==> src/rtl/ytydla_conv_cmac_accu_tree.sv <==
// Pipelined masked adder tree feeding a first/last-delimited group accumulator.
// The tree has L = ceil(log2(NUM_IN)) registered levels. The accumulator
// register adds one more stage, so the beat-to-result latency is L+1 cycles.
module ytydla_conv_cmac_accu_tree #(
    parameter int NUM_IN    = 25,
    parameter int IN_WIDTH  = 16,
    parameter int ACC_WIDTH = 32
) (
    input  logic                         ytydla_core_clk,
    input  logic                         ytydla_core_rst_n,
    input  logic                         in_valid,
    input  logic [NUM_IN*IN_WIDTH-1:0]   in_data,
    input  logic [NUM_IN-1:0]            in_mask,
    input  logic                         in_first,
    input  logic                         in_last,
    input  logic                         cfg_sat_en,
    output logic                         out_valid,
    output logic signed [ACC_WIDTH-1:0]  out_data,
    output logic                         out_sat
);

    localparam int L      = $clog2(NUM_IN);
    localparam int SUM_W  = IN_WIDTH + L;

    // Elaboration-time parameter checks
    if (NUM_IN < 2 || NUM_IN > 64) begin : g_num_in_chk
        $error("ytydla_conv_cmac_accu_tree: NUM_IN must be in 2..64");
    end
    if (ACC_WIDTH < IN_WIDTH + L) begin : g_acc_width_chk
        $error("ytydla_conv_cmac_accu_tree: ACC_WIDTH must be >= IN_WIDTH + ceil(log2(NUM_IN))");
    end

    // Clamp an (ACC_WIDTH+1)-bit sum into the signed ACC_WIDTH range
    function automatic logic signed [ACC_WIDTH-1:0] sat_clamp(input logic signed [ACC_WIDTH:0] x);
        logic signed [ACC_WIDTH-1:0] max_v;
        logic signed [ACC_WIDTH-1:0] min_v;
        max_v = {1'b0, {(ACC_WIDTH-1){1'b1}}};
        min_v = {1'b1, {(ACC_WIDTH-1){1'b0}}};
        if (x[ACC_WIDTH] != x[ACC_WIDTH-1]) begin
            sat_clamp = x[ACC_WIDTH] ? min_v : max_v;
        end else begin
            sat_clamp = x[ACC_WIDTH-1:0];
        end
    endfunction

    // True when an (ACC_WIDTH+1)-bit sum does not fit in ACC_WIDTH bits
    function automatic logic sat_ovf(input logic signed [ACC_WIDTH:0] x);
        sat_ovf = x[ACC_WIDTH] ^ x[ACC_WIDTH-1];
    endfunction

    // Sideband pipeline: vld_p[k]/first_p[k]/last_p[k] describe tree level k
    logic [L:1] vld_p;
    logic [L:1] first_p;
    logic [L:1] last_p;
    logic [L:0] ld;

    // Level k loads from level k-1 when the beat feeding it is valid
    assign ld = {vld_p, in_valid};

    // Shift valid/first/last alongside the tree levels
    always_ff @(posedge ytydla_core_clk or negedge ytydla_core_rst_n) begin
        if (!ytydla_core_rst_n) begin
            vld_p   <= '0;
            first_p <= '0;
            last_p  <= '0;
        end else begin
            vld_p[1]   <= in_valid;
            first_p[1] <= in_first;
            last_p[1]  <= in_last;
            for (int k = 2; k <= L; k++) begin
                vld_p[k]   <= vld_p[k-1];
                first_p[k] <= first_p[k-1];
                last_p[k]  <= last_p[k-1];
            end
        end
    end

    // Tree: level 0 is the masked, zero-padded lane vector; level k holds
    // 2^(L-k) exact sums of width IN_WIDTH+k. Pads add zero and fold away.
    genvar gk, gj;
    for (gk = 0; gk <= L; gk++) begin : lvl
        localparam int W = IN_WIDTH + gk;
        localparam int N = 1 << (L - gk);
        logic signed [W-1:0] node [N];

        if (gk == 0) begin : g_lanes
            for (gj = 0; gj < N; gj++) begin : g_lane
                if (gj < NUM_IN) begin : g_real
                    assign node[gj] = in_mask[gj] ? in_data[gj*IN_WIDTH +: IN_WIDTH] : '0;
                end else begin : g_pad
                    assign node[gj] = '0;
                end
            end
        end else begin : g_add
            // Pairwise add of the previous level, loaded only on a valid beat
            always_ff @(posedge ytydla_core_clk) begin
                if (ld[gk-1]) begin
                    for (int j = 0; j < N; j++) begin
                        node[j] <= W'(lvl[gk-1].node[2*j]) + W'(lvl[gk-1].node[2*j+1]);
                    end
                end
            end
        end
    end

    logic signed [SUM_W-1:0] tree_sum;
    assign tree_sum = lvl[L].node[0];

    // Accumulator stage
    logic signed [ACC_WIDTH-1:0] acc;
    logic                        sat;
    logic signed [ACC_WIDTH:0]   acc_sum;
    logic signed [ACC_WIDTH-1:0] acc_nxt;
    logic                        sat_nxt;

    // Next accumulator value: restart on first, otherwise wrap or saturate
    always_comb begin
        acc_sum = (ACC_WIDTH+1)'(acc) + (ACC_WIDTH+1)'(tree_sum);
        acc_nxt = acc;
        sat_nxt = sat;
        if (first_p[L]) begin
            acc_nxt = ACC_WIDTH'(tree_sum);
            sat_nxt = 1'b0;
        end else if (cfg_sat_en) begin
            acc_nxt = sat_clamp(acc_sum);
            sat_nxt = sat | sat_ovf(acc_sum);
        end else begin
            acc_nxt = acc_sum[ACC_WIDTH-1:0];
            sat_nxt = sat;
        end
    end

    // Register the accumulator and publish the group result on the last beat
    always_ff @(posedge ytydla_core_clk or negedge ytydla_core_rst_n) begin
        if (!ytydla_core_rst_n) begin
            acc       <= '0;
            sat       <= 1'b0;
            out_valid <= 1'b0;
            out_data  <= '0;
            out_sat   <= 1'b0;
        end else begin
            out_valid <= vld_p[L] & last_p[L];
            if (vld_p[L]) begin
                acc <= acc_nxt;
                sat <= sat_nxt;
                if (last_p[L]) begin
                    out_data <= acc_nxt;
                    out_sat  <= sat_nxt;
                end
            end
        end
    end

endmodule

==> config.mk <==
export PLATFORM = sky130hd
export DESIGN_NAME = ytydla_conv_cmac_accu_tree
export DESIGN_NICKNAME = d
export VERILOG_FILES = /design/src/rtl/ytydla_conv_cmac_accu_tree.sv
export SDC_FILE = /design/constraint.sdc
export NUM_CORES = 1
export LEC_CHECK = 0
export ABC_AREA = 1
export ABC_CLOCK_PERIOD_IN_PS = 4800
export CAP_MARGIN = 20
export CORE_AREA = 2 2 369 371
export CTS_CLUSTER_DIAMETER = 200
export DETAILED_ROUTE_END_ITERATION = 10
export DIE_AREA = 0 0 371 373
export PLACE_DENSITY = 0.44
export SLEW_MARGIN = 5
export SYNTH_ARGS = -nofsm -noshare
export SYNTH_HDL_FRONTEND = slang
export SYNTH_SLANG_ARGS = --single-unit
export TNS_END_PERCENT = 20
==> constraint.sdc <==
create_clock -name ytydla_core_clk -period 4.8 [get_ports ytydla_core_clk]
set_clock_uncertainty 0.15 [all_clocks]
set_input_delay 0.96 -clock ytydla_core_clk [delete_from_list [all_inputs] [get_ports ytydla_core_clk]]
set_output_delay 0.96 -clock ytydla_core_clk [all_outputs]
set_load 0.005 [all_outputs]
After elaboration in Yosys (flattened, before gate mapping)
Memory sizes are Yosys's and may differ from the RTL's.
Index checks and enable logic that the tools add are counted.
Storage, ports and cells
  bits in registers: 82
  bits in latches: 0
  memory bits (writable): 553
  bits in read-only memories: 0
  input port bits: 431
  output and inout port bits: 34
  word-level logic and storage cells: 87
  memories kept: 5
Memories
  lvl[1].node: depth 16, bits a word 17, read ports 16, clocked after Yosys merged registers in 0, wr ports 16, line 84  | logic signed [W-1:0] node [N];
  lvl[2].node: depth 8, bits a word 18, read ports 8, clocked after Yosys merged registers in 0, wr ports 8, line 84
  lvl[3].node: depth 4, bits a word 19, read ports 4, clocked after Yosys merged registers in 0, wr ports 4, line 84
  lvl[4].node: depth 2, bits a word 20, read ports 2, clocked after Yosys merged registers in 0, wr ports 2, line 84
  lvl[5].node: depth 1, bits a word 21, read ports 1, clocked after Yosys merged registers in 0, wr ports 1, line 84
Operators by class
  $add $sub $neg: 28
  multiply operators: 0
  div/mod/pow operators: 0
  magnitude comparators: 0
  eq/ne operators: 1
  shift operators: 0
  muxes and demuxes: 41
  bitwise gates (word level): 3
  reduce and logical (&&, ||, !) cells: 1
Operator list (number)
  2-to-1 mux 16 bit: 25
  adder 16 x 16 -> 17 bit: 12
  adder 17 x 17 -> 18 bit: 8
  2-to-1 mux 32 bit: 4
  adder 18 x 18 -> 19 bit: 4
  adder 19 x 19 -> 20 bit: 2
  adder 32 x 21 -> 33 bit: 1
  adder 20 x 20 -> 21 bit: 1
  2-to-1 mux 1 bit: 12
  AND reduction 2 bit: 1
  bitwise AND 1 bit: 1
  != test 1 bit: 1
  OR 1 bit: 1
  XOR 1 bit: 1

Depth between registers and ports, before layout
Gate-level depths: netlist of the first run.
An unclocked memory read counts as a cell.
  depth after elaboration: 6
  gate-level depth with buffers: 20
  gate-level depth less buffers: 20

Worst setup path after synthesis of the first run
Ideal clock, no wire load.
  path kind: input to register
  start point: input in_mask[0]
  end point: memory lvl[1].node[0][16] (netlist bit) (data pin)
  setup time: 0.252 ns
  arrival time: 3.093 ns
  required time: 4.398 ns
  setup slack: 1.305 ns
  stages on the path: 17
  path buffers: 1
  cell sequence: clkbuf_1 nand2_1 inv_1 ha_1 inv_1 fa_1 nand3b_1 nand2_1 a21oi_1 o21ai_0 a21boi_0 o21ai_0 nand2_1 nand2_1 nand2_1 nand2_1 nand2_1
RTL lines
  start, declared: line 13  | input logic [NUM_IN-1:0] in_mask,
  end, declared: line 84

Worst setup path in the final report of the first run
  start point: memory lvl[5].node[0][20] (netlist bit)
  end point: register out_data[9]
Between the ends
  longest elaborated chain between the ends: 6
  elaborated cells on any way between the ends: 7
  classes of those cells: 1 x add/sub; 1 x eq/ne; 4 x mux; 1 x memory
Ends and longest elaborated chain
  start, declared: line 84
  memory (1 x 21 bit) (*)
  adder 32 x 21 -> 33 bit (*): line 118  | acc_sum = (ACC_WIDTH+1)'(acc) + (ACC_WIDTH+1)'(tree_sum);
  2-to-1 mux 32 bit or != test 1 bit (tied branches): line 40, 39
  2-to-1 mux 32 bit (*): line 39  | if (x[ACC_WIDTH] != x[ACC_WIDTH-1]) begin
  2-to-1 mux 32 bit (*): line 124  | end else if (cfg_sat_en) begin
  2-to-1 mux 32 bit (*): line 121  | if (first_p[L]) begin
  end signal, assigned: line 147  | out_data <= acc_nxt;
  end, declared: line 18  | output logic signed [ACC_WIDTH-1:0] out_data,
Mark *: on every way between the ends. The rest lies on a longest branch, timed or not.
A chain may end at the register's enable or synchronous reset.

==> flow_summary.ini, run 1 <==
[power_and_ir_drop]
power_leakage_nw = 24.7
p_int_mw = 15.2
p_switching_mw = 10.1
power_density_nw_per_um2 = 514
seq_power_share_pct = 32.1
swShare_pct = 39.8
power.total_mw = 25.3
combPwrFrac_pct = 47.1
ir_drop_uv = 265
clkPwrFrac_pct = 20.8

[yosys]
syn_nets = 5621
netlist_top_cells_area = edfxtp_1 36%, ha_1 14%, nand2_1 12%, inv_1 7.3%, xor2_1 5.3%
synth_area_um2 = 40100
syn_inst = 4727
synth_seq_cells = 560
async_reset_ff_share_pct = 14.6
synthMostInstantiatedCell = nand2_1
synth_top_area_cell = edfxtp_1
synth_common_cells = 1,329 x nand2_1, 776 x inv_1, 478 x edfxtp_1
synth_flop_cell = edfxtp_1
syn_area_per_cell_um2 = 8.47
synth_top_area_share_pct = 35.8
yosysUniqueCellTypes = 47
ys_seq_area_share_pct = 41.0
synth-warning-count = 0
synth_edf_count = 478

[die]
start_util_pct = 29.8
rows = 135
io_pins = 465
core-area_um2 = 135000
dieArea_um2 = 138000
die_w_um = 371
dieHeight_um = 373

[grt]
grt_max_degree = 95
grt_pass1_wl_um = 167000
antenna_found_initial = 7
track_usage_pct = 15.0
grt-ovfl-total = 0
grt_pass1_vias = 31700

[clocking]
clk_latency_ns = 0.63
cts_tree = built
hold_buffers = 0
cts.clk_slew.worst_paths_ns = 0.06
htree_levels = 3
cts.sinks = 560
cts_setup_buffers = 0
cts_resized = 0
numCtsBuffers = 72
clock_path_buffers = 3
clockRootBuffer = clkbuf_16

[drt]
wl_per_cell_um = 14.8
dr.pass1.iters = 10
vias = 31300
wirelength_um = 105000
drc = 1
viasPerCell = 4.44
drtIter0Drc = 1349
ant_nets = 0

[sta]
finalCriticalPeriod_ns = 3.69
setup_tns_ns = 0
period_share_pct = 76.9
rsz0062_at_grt = false
tightest_slew_ns = 0.864
worst_slack_ns = 1.11
setup_viol = 0
whs_ns = 0.191
slew_headroom_pct = 42.2
slew_violations = 0
fmax_mhz = 271
hold_viol_final = 0

[layout]
final.fill_count = 13900
fin_cells = 7060
drive_gt1_share_pct = 3.37
n_antenna_cell = 0
layout-area-overhead-vs-synth_pct = 22.9
final_nets = 6124

[worst_setup_path]
timing.rr.start = lvl[5].node[0][20]
r2r_slack_ns = 1.11
critPathLaunchType = flop
endpoint_kind = flop
path_max_fanout = 32
critical_path_class = flop to flop
crit_arrival_ns = 4.04
endpoint = out_data[9]
cp.required_ns = 5.15
reg2regPathDepth = 13
worstSetupStartpoint = lvl[5].node[0][20]
r2r_end = out_data[9]

[run_status]
violations = design-rule violations
run_status = finished, violations left

[place]
hpwl_um = 85200
globalplace.congestion = 0.865
place_inst = 6937
port_buffers = 464
pre_cts_ws_ns = 0.485

[min_path]
hp-class = flop to flop

[flow_run]
cap_viol_max_count = 0
[flip-flops by register name, indices dropped and copies added, names as in the netlist]
register / flops
lvl.node: 478
acc: 32
out_data: 32
first_p: 5
last_p: 5
vld_p: 5
out_sat: 1
out_valid: 1
sat: 1
[power by group through the flow]
stage	combinational (mW)	sequential, mW	clock (mW)
final	11.9	8.13	5.26
after global routing	13.7	8.29	5.63
after CTS	12.1	8.18	5.48
after detailed placement	12.0	8.25	0
after global placement	12.0	8.27	0
after floorplan	8.71	7.82	0
[critical path: stages (launching register included)]
cell and delay [ns]:
edfxtp_1 0.76, ha_1 0.40, nand2_1 0.19, inv_1 0.06, a21oi_1 0.16, nand2_1 0.12, a21oi_1 0.23, nand3_1 0.12
nand2_2 0.12, nand3_2 0.61, nand2_1 0.23, nand2_1 0.10, nand3_1 0.21, nand2_1 0.08
[kinds of logic after synthesis]
family / share of synthesized area [%]
and+or+nand+nor: 17.6
AOI/OAI and AO/OA: 10.4
adders and majority gates: 14.9
buffers and inverters: 8.07
DFF: 41.0
xor gates and xnor gates: 7.96
[layout by cell type (no fill, tap or decap), drive strengths merged]
master and instances:
a31oi 25, o22ai 4, a41oi 2, a211oi 1, a21oi 387, nor3b 10, nor3 41, xnor2 121
and3 1, and2 3, a221oi 10, nand4 16, a21o 39, clkinvlp 8, nand2 1335, nor4 5
or2 20, o2111ai 19, nand3 195, clkinv 25, fa 25, dfrtp 82, edfxtp 478, inv 778
clkbuf 83, clkdlybuf4s50 462, o21ai 175, nand3b 7, o31ai 25, nor2 115, buf 41, o21bai 13
a21boi 32, xor2 243, o211ai 4, o21a 5, bufinv 6, ha 438
[layer usage]
layer / global-route usage (%) / vias to the layer above / wire length [um]
li1: - / 16600 / -
met2: 24.3 / 491 / 46800
met5: 0 / - / 92
met4: 3.14 / 14 / 1960
met1: 20.6 / 14100 / 51500
met3: 2.76 / 121 / 4340
[layout make-up]
| cell class | count | area [um2] | share of cell area, % |
|---|---|---|---|
| sequential | 560 | 16400 | 33.3 |
| clock inverter | 40 | 374 | 0.760 |
| inverter | 777 | 2920 | 5.93 |
| multi-input combinational | 3316 | 20400 | 41.5 |
| tap | 1781 | 2230 | 4.53 |
| timing repair buffer | 503 | 4980 | 10.1 |
| clock buffer | 83 | 1900 | 3.85 |
[through the flow]
stage	area (um2)	util (%)
2_1_floorplan	40100	-
3_3_place_gp	47000	34.9
3_5_place_dp	47000	34.9
4_1_cts	49200	36.6
5_1_grt	49200	36.6
6_report	49200	36.6
[worst min path at each step]
stage,slack [ns],to,startpoint,cells after the start
floorplan,0.18,first_p[2],first_p[1],0
global placement,0.18,first_p[3],first_p[2],0
detailed placement,0.18,first_p[3],first_p[2],0
CTS,0.20,first_p[3],first_p[2],0
global route,0.20,first_p[5],first_p[4],0
finish,0.19,last_p[3],last_p[2],0
(Power assumes the default switching activity.)
==> run 2: changes to the inputs <==
--- a/config.mk
+++ b/config.mk
@@ -6,7 +6,7 @@
 export NUM_CORES = 1
 export LEC_CHECK = 0
 export ABC_AREA = 1
-export ABC_CLOCK_PERIOD_IN_PS = 4800
+export ABC_CLOCK_PERIOD_IN_PS = 3500
 export CAP_MARGIN = 20
 export CORE_AREA = 2 2 369 371
 export CTS_CLUSTER_DIAMETER = 200
==> constraint.sdc (replaced) <==
create_clock -name ytydla_core_clk -period 3.5 [get_ports ytydla_core_clk]
set_clock_uncertainty 0.15 [all_clocks]
set_input_delay 0.7 -clock ytydla_core_clk [delete_from_list [all_inputs] [get_ports ytydla_core_clk]]
set_output_delay 0.7 -clock ytydla_core_clk [all_outputs]
set_load 0.005 [all_outputs]
==> run 2 against run 1 <==
Effect of this change:
- the run still ends with design-rule violations left
- routed wire length increased by 0.67%
- flip-flop and latch count unchanged
- via count increased by 1.8%
- hold slack got worse by 0.0058 ns
- critical path depth increased by 1
- clock power increased by 50%
- core utilization increased by 1.1 points
- combinational power increased by 39%
- die area unchanged
- sequential power increased by 38%
- critical endpoint is now out_data[11]
- highest routed layer unchanged
==> flow_summary.ini, run 2 (same netlist as run 1, synthesis figures left out) <==
[drt]
wl_per_cell_um = 14.6
wirelength_um = 105000
dr.pass1.iters = 10
viasPerCell = 4.41
ant_nets = 0
drtIter0Drc = 1636
vias = 31900
drc = 2

[die]
io_pins = 465
start_util_pct = 29.8
rows = 135
die_w_um = 371
dieArea_um2 = 138000
core-area_um2 = 135000
dieHeight_um = 373

[layout]
mostFrequentLayoutCells = 1,329 x nand2_1, 776 x inv_1, 478 x edfxtp_1
fin_cells = 7226
regArea_um2 = 16400
top_register = lvl.node
drive_gt1_share_pct = 6.41
fin_area_um2 = 50700
largest_register_ffs = 478
multi_input_area_um2 = 20400
largestRegisters = lvl.node: 478 flops, acc: 32 flops, out_data: 32 flops
layout-area-overhead-vs-synth_pct = 26.6
final_nets = 6282
final.fill_count = 13900
final_common_cell = nand2_1

[clocking]
cts.clk_slew.worst_paths_ns = 0.06
clockRootBuffer = clkbuf_16
clock_path_buffers = 3
cts_tree = built
cts.sinks = 560
clk_latency_ns = 0.63
htree_levels = 3
numCtsBuffers = 72

[worst_setup_path]
endpoint_kind = flop
slowest_stage = edfxtp_1
timing.rr.start = lvl[5].node[0][20]
critPathLaunchType = flop
worstSetupStartpoint = lvl[5].node[0][20]
cp.buffers_inverters = 2
cp.required_ns = 3.84
cp_common_cell = nand2_1
crit_arrival_ns = 3.61
path_max_fanout = 13
slowest_delay_ns = 0.72
crit_family = simple AND/OR/NAND/NOR gates
crit_chain = ha_1, nand2_1, inv_1, a21oi_1, nand2_1, a21oi_1, nand3_1, nand2_1, nand3_2, buf_4, nand2_1, nand2_1, nand3_1, nand2_1
critical_path_class = flop to flop

[place]
hpwl_um = 86400
port_buffers = 464
post_dp_cell_area_um2 = 48200
pre_cts_ws_ns = -0.287
globalplace.congestion = 0.875
place_inst = 7094

[grt]
grt_max_degree = 75
grt_pass1_wl_um = 168000
grt_pass1_vias = 32100
track_usage_pct = 15.0
grt-ovfl-total = 0
antenna_found_initial = 11

[flow_run]
cap_viol_max_count = 0

[sta]
tightest_slew_ns = 0.960
whs_ns = 0.186
rsz0062_at_grt = false
slew_headroom_pct = 36.0
worst_slack_ns = 0.235
finalCriticalPeriod_ns = 3.27
hold_viol_final = 0
fmax_mhz = 306
slew_violations = 0
period_share_pct = 93.3
setup_viol = 0

[power_and_ir_drop]
ir_drop_uv = 338
power_density_nw_per_um2 = 703
power_leakage_nw = 25.6

[min_path]
hp-start = last_p[2]
hp-class = flop to flop

[run_status]
violations = design-rule violations
run_status = finished, violations left
run 2: cell types whose count changed in the layout (fill, tap and decap cells not counted), sizes merged:
cell / change
clkinv: -6
clkbuf: +3
clkinvlp: +2
dlygate4sd3: +1
bufinv: +7
buf: +157
diode: +2
run 2: worst register-to-register path, cell delays in order, from the launching register on:
cell	delay, ns
edfxtp_1	0.72
ha_1	0.41
nand2_1	0.17
inv_1	0.06
a21oi_1	0.18
nand2_1	0.14
a21oi_1	0.20
nand3_1	0.13
nand2_1	0.12
nand3_2	0.26
buf_4	0.28
nand2_1	0.06
nand2_1	0.06
nand3_1	0.13
nand2_1	0.06
run 2: cell type report:
type	instances	share of cell area [%]
antenna	2	0.00987
clock buffer	86	3.84
clock inverter	43	1.15
inverter	777	5.75
multi-input combinational	3316	40.3
sequential	560	32.4
tap	1781	4.39
timing repair buffer	661	12.2
run 2: stage by stage:
step                      setup TNS, ns  util, %  total power, mW
final                                 0     37.7             35.6
after CTS                             0     37.7             36.3
after global placement            -1.87     35.8             28.1
after global routing                  0     37.7             38.8
after floorplan                       0        -             22.7
after detailed placement          -2.70     35.8             28.0
run 2: repair_timing:
action	in CTS	in global routing
hold endpoints to repair	27	0
buffers inserted	0	0
resized for setup	0	0
hold buffers	1	0
run 2: worst paths after layout:
path,endpoint,slack (ns),depth (start not counted)
max in group asynchronous,out_data[2],2.05,3
worst max-delay path,out_data[11],0.23,14
worst min-delay path,last_p[3],0.19,0
min in group asynchronous,acc[24],0.38,2
worst max register to register,out_data[11],0.23,14
worst min register to register,last_p[3],0.19,0
run 2: layer usage:
layer / global-route usage (%) / vias up / wire [um]
met5: 0 / - / 112
met4: 2.98 / 18 / 1770
met3: 2.98 / 125 / 4860
met2: 24.2 / 578 / 47100
met1: 20.7 / 14200 / 51500
li1: - / 16900 / -
run 2: power breakdown:
group	leakage, nW	internal, mW	total (mW)	switching (mW)
sequential	5.65	10.1	11.2	1.11
combinational	18.7	6.72	16.6	9.84
clock	1.21	4.94	7.91	2.97
==> run 3: changes to the inputs <==
--- a/config.mk
+++ b/config.mk
@@ -12,8 +12,9 @@
 export CTS_CLUSTER_DIAMETER = 200
 export DETAILED_ROUTE_END_ITERATION = 10
 export DIE_AREA = 0 0 371 373
+export GPL_ROUTABILITY_DRIVEN = 1
 export PLACE_DENSITY = 0.44
-export SLEW_MARGIN = 5
+export SLEW_MARGIN = 10
 export SYNTH_ARGS = -nofsm -noshare
 export SYNTH_HDL_FRONTEND = slang
 export SYNTH_SLANG_ARGS = --single-unit
==> results of run 3 <==
Same layout as run 2: the final DEF is identical, and so are final timing and power.
